===== config.mk =====
export PLATFORM = sky130hd
export DESIGN_NAME = mod_pc_gen
export DESIGN_NICKNAME = d
export VERILOG_FILES = /design/src/rtl/mod_pc_gen.sv
export SDC_FILE = /design/constraint.sdc
export NUM_CORES = 1
export LEC_CHECK = 0
export CORE_MARGIN = 4
export CORE_UTILIZATION = 40
export DETAILED_ROUTE_END_ITERATION = 7
export GPL_TIMING_DRIVEN = 0
export PLACE_DENSITY_LB_ADDON = 0.1
export RECOVER_POWER = 50
export SLEW_MARGIN = 10
export SYNTH_ARGS = -nofsm -noshare
export SYNTH_HDL_FRONTEND = slang
export SYNTH_SLANG_ARGS = --single-unit

===== constraint.sdc =====
create_clock -name clk_i -period 3.3 [get_ports clk_i]
set_input_delay 0.825 -clock clk_i [delete_from_list [all_inputs] [get_ports clk_i]]
set_output_delay 0.825 -clock clk_i [all_outputs]
set_load 0.005 [all_outputs]

===== src/rtl/mod_pc_gen.sv =====
// Fetch PC generator: prioritised redirect arbitration, sequential advance, optional HALT (PC_HALT_ON_ZERO_EN).
// Latency: redirect or handshake updates pc_o one cycle later; fetch_valid_o is combinational on redir_valid_i.
// Backpressure: fetch_ready_i low or stall_i high holds the PC; redirects are accepted regardless.
`ifndef XLEN
`define XLEN 32
`endif
`ifndef PC_RESET_ADDR
`define PC_RESET_ADDR 32'h8000_0000
`endif

module mod_pc_gen #(
  parameter int              XLEN         = `XLEN,
  parameter logic [XLEN-1:0] RESET_ADDR   = `PC_RESET_ADDR,
  parameter int              NUM_REDIRECT = 3,
  parameter int              INC          = 4,
  parameter int              ALIGN_BITS   = 2
) (
  input  logic                         clk_i,
  input  logic                         rst_ni,
  input  logic                         stall_i,
  input  logic [NUM_REDIRECT-1:0]      redir_valid_i,
  input  logic [NUM_REDIRECT*XLEN-1:0] redir_pc_i,
  output logic [NUM_REDIRECT-1:0]      redir_ack_o,
  output logic [XLEN-1:0]              pc_o,
  output logic                         fetch_valid_o,
  input  logic                         fetch_ready_i,
  output logic                         misalign_o,
  output logic                         halted_o
);

  typedef enum logic [1:0] {BOOT, RUN, HALT} state_e;

  localparam logic [XLEN-1:0] ALIGN_MASK = {XLEN{1'b1}} << ALIGN_BITS;
  localparam logic [XLEN-1:0] INC_V      = XLEN'(INC);

  state_e                  state_q, state_d;
  logic [XLEN-1:0]         pc_q, pc_d;
  logic                    mis_q, mis_d;
  logic                    redir_any;
  logic [NUM_REDIRECT-1:0] win_oh;
  logic [XLEN-1:0]         win_pc;
  logic [XLEN-1:0]         tgt_aligned;
  logic                    tgt_mis;
  logic [XLEN-1:0]         pc_inc;

  // Descending scan so the lowest-index requester is the last one written.
  always_comb begin
    win_oh = '0;
    win_pc = '0;
    for (int k = NUM_REDIRECT - 1; k >= 0; k--) begin
      if (redir_valid_i[k]) begin
        win_oh    = '0;
        win_oh[k] = 1'b1;
        win_pc    = redir_pc_i[k*XLEN +: XLEN];
      end
    end
  end

  assign redir_any   = |redir_valid_i;
  assign tgt_aligned = win_pc & ALIGN_MASK;
  assign tgt_mis     = |(win_pc & ~ALIGN_MASK);
  assign pc_inc      = pc_q + INC_V;

  always_comb begin
    state_d       = state_q;
    pc_d          = pc_q;
    mis_d         = 1'b0;
    fetch_valid_o = 1'b0;
    redir_ack_o   = '0;
    case (state_q)
      BOOT: state_d = RUN;
      RUN: begin
        if (redir_any) begin
          // Accept cycle squashes the stale PC; stall and ready are irrelevant here.
          redir_ack_o = win_oh;
          pc_d        = tgt_aligned;
          mis_d       = tgt_mis;
`ifdef PC_HALT_ON_ZERO_EN
          if (tgt_aligned == '0) state_d = HALT;
`endif
        end else begin
          fetch_valid_o = 1'b1;
          if (fetch_ready_i && !stall_i) begin
            pc_d = pc_inc;
`ifdef PC_HALT_ON_ZERO_EN
            if (pc_inc == '0) state_d = HALT;
`endif
          end
        end
      end
      HALT:    pc_d = '0;
      default: state_d = BOOT;
    endcase
  end

  always_ff @(posedge clk_i or negedge rst_ni) begin
    if (!rst_ni) begin
      state_q <= BOOT;
      pc_q    <= RESET_ADDR;
      mis_q   <= 1'b0;
    end else begin
      state_q <= state_d;
      pc_q    <= pc_d;
      mis_q   <= mis_d;
    end
  end

  assign pc_o       = pc_q;
  assign misalign_o = mis_q;

`ifdef PC_HALT_ON_ZERO_EN
  assign halted_o = (state_q == HALT);
`else
  assign halted_o = 1'b0;
`endif

endmodule


==> results.yml <==
floorplan:
  initial_utilization_pct: 41.7
  die_w_um: 92.9
  core_mm2: 0.00691
  die_h_um: 92.9
  std_cell_rows: 30
  ios: 141
  dieArea_mm2: 0.00862
timing:
  max_freq_ghz: 0.310
  maxSlewViolCount: 33
  hold_violations: 0
  setup_viol: 0
  skew_ns: 0.00580
  tightestPinTransition_ns: 1.96
  rsz0062_at_grt: "false"
  fin_crit_sh_pct: 97.8
  slew_headroom_pct: -30.5
  tns_ns: 0
  whs_ns: 0.557
  period_needed_ns: 3.23
clock_tree:
  numCtsBuffers: 5
  cts_tree: "built"
  cts.clk_slew.worst_paths_ns: 0.08
  cts_buffer_depth: 2
  clk-insertion-delay-late_ns: 0.30
  htree_levels: 2
  root_buffer: "clkbuf_8"
  cts.sinks: 32
synthesis:
  seq_area_frac_synth_pct: 27.8
  syn-cell-area_mm2: 0.00288
  yosysWarnings: 0
  synthTopCellsByArea: "dfrtp_1, nand2_1, a21oi_1, nand3b_1, o211ai_1"
  synth_seq_cells: 32
  synth_async_sr_flop_share_pct: 100
  syn_inst: 368
  ys.flop_type: "dfrtp_1"
  synth-edff-count: 0
  synth_top_area_share_pct: 26.9
  yosysUniqueCellTypes: 56
  synth.largest_area_cell: "dfrtp_1"
  syn_area_per_cell_um2: 7.83
cells_and_area:
  nFillCells: 626
  diodes: 0
  layout.nets: 615
  final_cell_mix: "clkdlybuf4s50_1, nand2_1, dfrtp_1"
  fin_cells: 608
  drive_gt1_share_pct: 6.25
  layout_commonest_cell: "clkdlybuf4s50_1"
  area_growth_pct: 55.0
routing:
  wl_met3_um: 1460
  vias: 3837
  routedLengthMet1_um: 4990
  routed.top_layer: "met4"
  routedWlPerCell_um: 21.3
  vias_per_cell: 6.31
  dr_wl_met2_um: 6140
  wl_um: 13000
  dr.pass1.iters: 5
  drt_iter0_drc: 373
  detail_route.drc_violations: 0
  ant_nets: 0
global_route:
  grt_max_degree: 33
  antenna_found_initial: 0
  first_global_vias: 3697
  grt_pass1_wl_um: 19600
  grt-ovfl-total: 0
  track_usage_pct: 29.2
pwr:
  finalPower_mw: 1.43
  vdd_drop_max_mv: 0.144
  p_per_area_mw_per_mm2: 320
  p_leak_nw: 1.64
critical_path:
  crit_path_start_kind: "primary input"
  worst-setup-path-type: "primary input to output pin"
  end_kind: "output pin"
  crit_required_ns: 2.47
  crit_fanout: 10
  critPathArrivalTime_ns: 2.40
status:
  violations: "max-capacitance violations, max-slew violations"
  outcome: "finished with violations"
flow_run:
  max-cap-violations: 1
placed_design:
  port-buffer-count: 135
  dp_hpwl_um: 9500
  gp_congestion: 0.985
  dp_cells: 601
worst_hold_path:
  min_path_type: "flop to flop"
==> metal layers <==
| metal | global-route usage (%) | up-vias |
|---|---|---|
| met5 | 0 | - |
| met4 | 9.77 | 0 |
| met3 | 6.66 | 33 |
| met2 | 49.3 | 273 |
| met1 | 36.6 | 1812 |
| li1 | - | 1719 |
==> stage by stage <==
stage | area, um2 | setup WS [ns] | util, %
2_1_floorplan | 2890 | 0.566 | -
3_5_place_dp | 4350 | -0.748 | 63.0
5_1_grt | 4460 | 0.0366 | 64.6
6_report | 4460 | 0.0722 | 64.6
4_1_cts | 4480 | 0.000406 | 64.8
3_3_place_gp | 4360 | -0.732 | 63.1
==> critical path: stages <==
cell and delay, ns:
dlygate4sd2_1 0.32, nor2b_1 0.27, clkbuf_4 0.30, and3_1 0.18, clkdlybuf4s50_1 0.50
==> repair_timing <==
action,in CTS,in global routing
pin swaps,1,0
endpoints found under the setup margin,4,2
buffers inserted,1,0
resized for setup,11,2
hold endpoints to repair,0,0
hold buffers,0,0
==> cells by family (layout without fill, tap and decap cells) <==
| group | after synthesis | after routing | synth area share (%) |
|---|---|---|---|
| other cells | 2 | 4 | 0.261 |
| mux | 4 | 4 | 1.39 |
| buf+inv | 49 | 191 | 7.43 |
| simple gates | 155 | 155 | 30.8 |
| flops | 32 | 32 | 27.8 |
| compound gates | 125 | 125 | 31.8 |
| fa+ha+maj | 1 | 1 | 0.434 |
==> final timing paths <==
kind | startpoint | to | slack (ns) | depth (start not counted)
min reg2reg | pc_o[14]$_DFFE_PN0P_ | pc_o[14]$_DFFE_PN0P_ | 0.56 | 1
max reg2reg | pc_o[2]$_DFFE_PN0P_ | pc_o[16]$_DFFE_PN0P_ | 1.11 | 6
min in group asynchronous | rst_ni | pc_o[12]$_DFFE_PN0P_ | 1.06 | 1
max in group asynchronous | rst_ni | pc_o[5]$_DFFE_PN0P_ | 1.10 | 1
max | redir_valid_i[2] | redir_ack_o[2] | 0.07 | 5
min | pc_o[14]$_DFFE_PN0P_ | pc_o[14]$_DFFE_PN0P_ | 0.56 | 1
==> power breakdown <==
group / internal [mW] / switching, mW
clock: 0.171 / 0.167
sequential: 0.450 / 0.0975
combinational: 0.303 / 0.240
total: 0.924 / 0.505
==> area by class of cell <==
cell class              instances  area (um2)  share of cell area [%]
plain buffers                  34         174                    3.90
flip-flops and latches         32         802                    18.0
multi-input cells             289        1880                    42.1
inverters                      13        48.8                    1.09
clock buffers                   8        90.1                    2.02
well taps                      96         120                    2.69
repair buffers                136        1350                    30.3
==> cells in the mapped netlist, types with 4 or more instances <==
cell type	instances
a21oi_1	22
nand2_1	38
or3_1	5
nor2b_1	8
o22ai_1	4
nor2_1	12
mux2i_1	4
o21ai_0	16
nand3_1	10
nor4b_1	8
nor4_1	10
o2bb2ai_1	5
a221o_1	9
and2_1	5
a31oi_1	8
a22oi_1	5
inv_1	13
dfrtp_1	31
o211ai_1	13
a32o_1	5
nor3_1	13
nand2b_1	6
a21o_1	4
nand4_1	15
a2bb2oi_1	4
clkbuf_1	23
nand3b_1	14
a221oi_1	4
buf_2	8
==> state kept, by name (all words and copies together), names as in the netlist <==
name and flops:
misalign_o 1, pc_o 30, state_q 1
No activity file was read; power rests on OpenSTA's default activity.
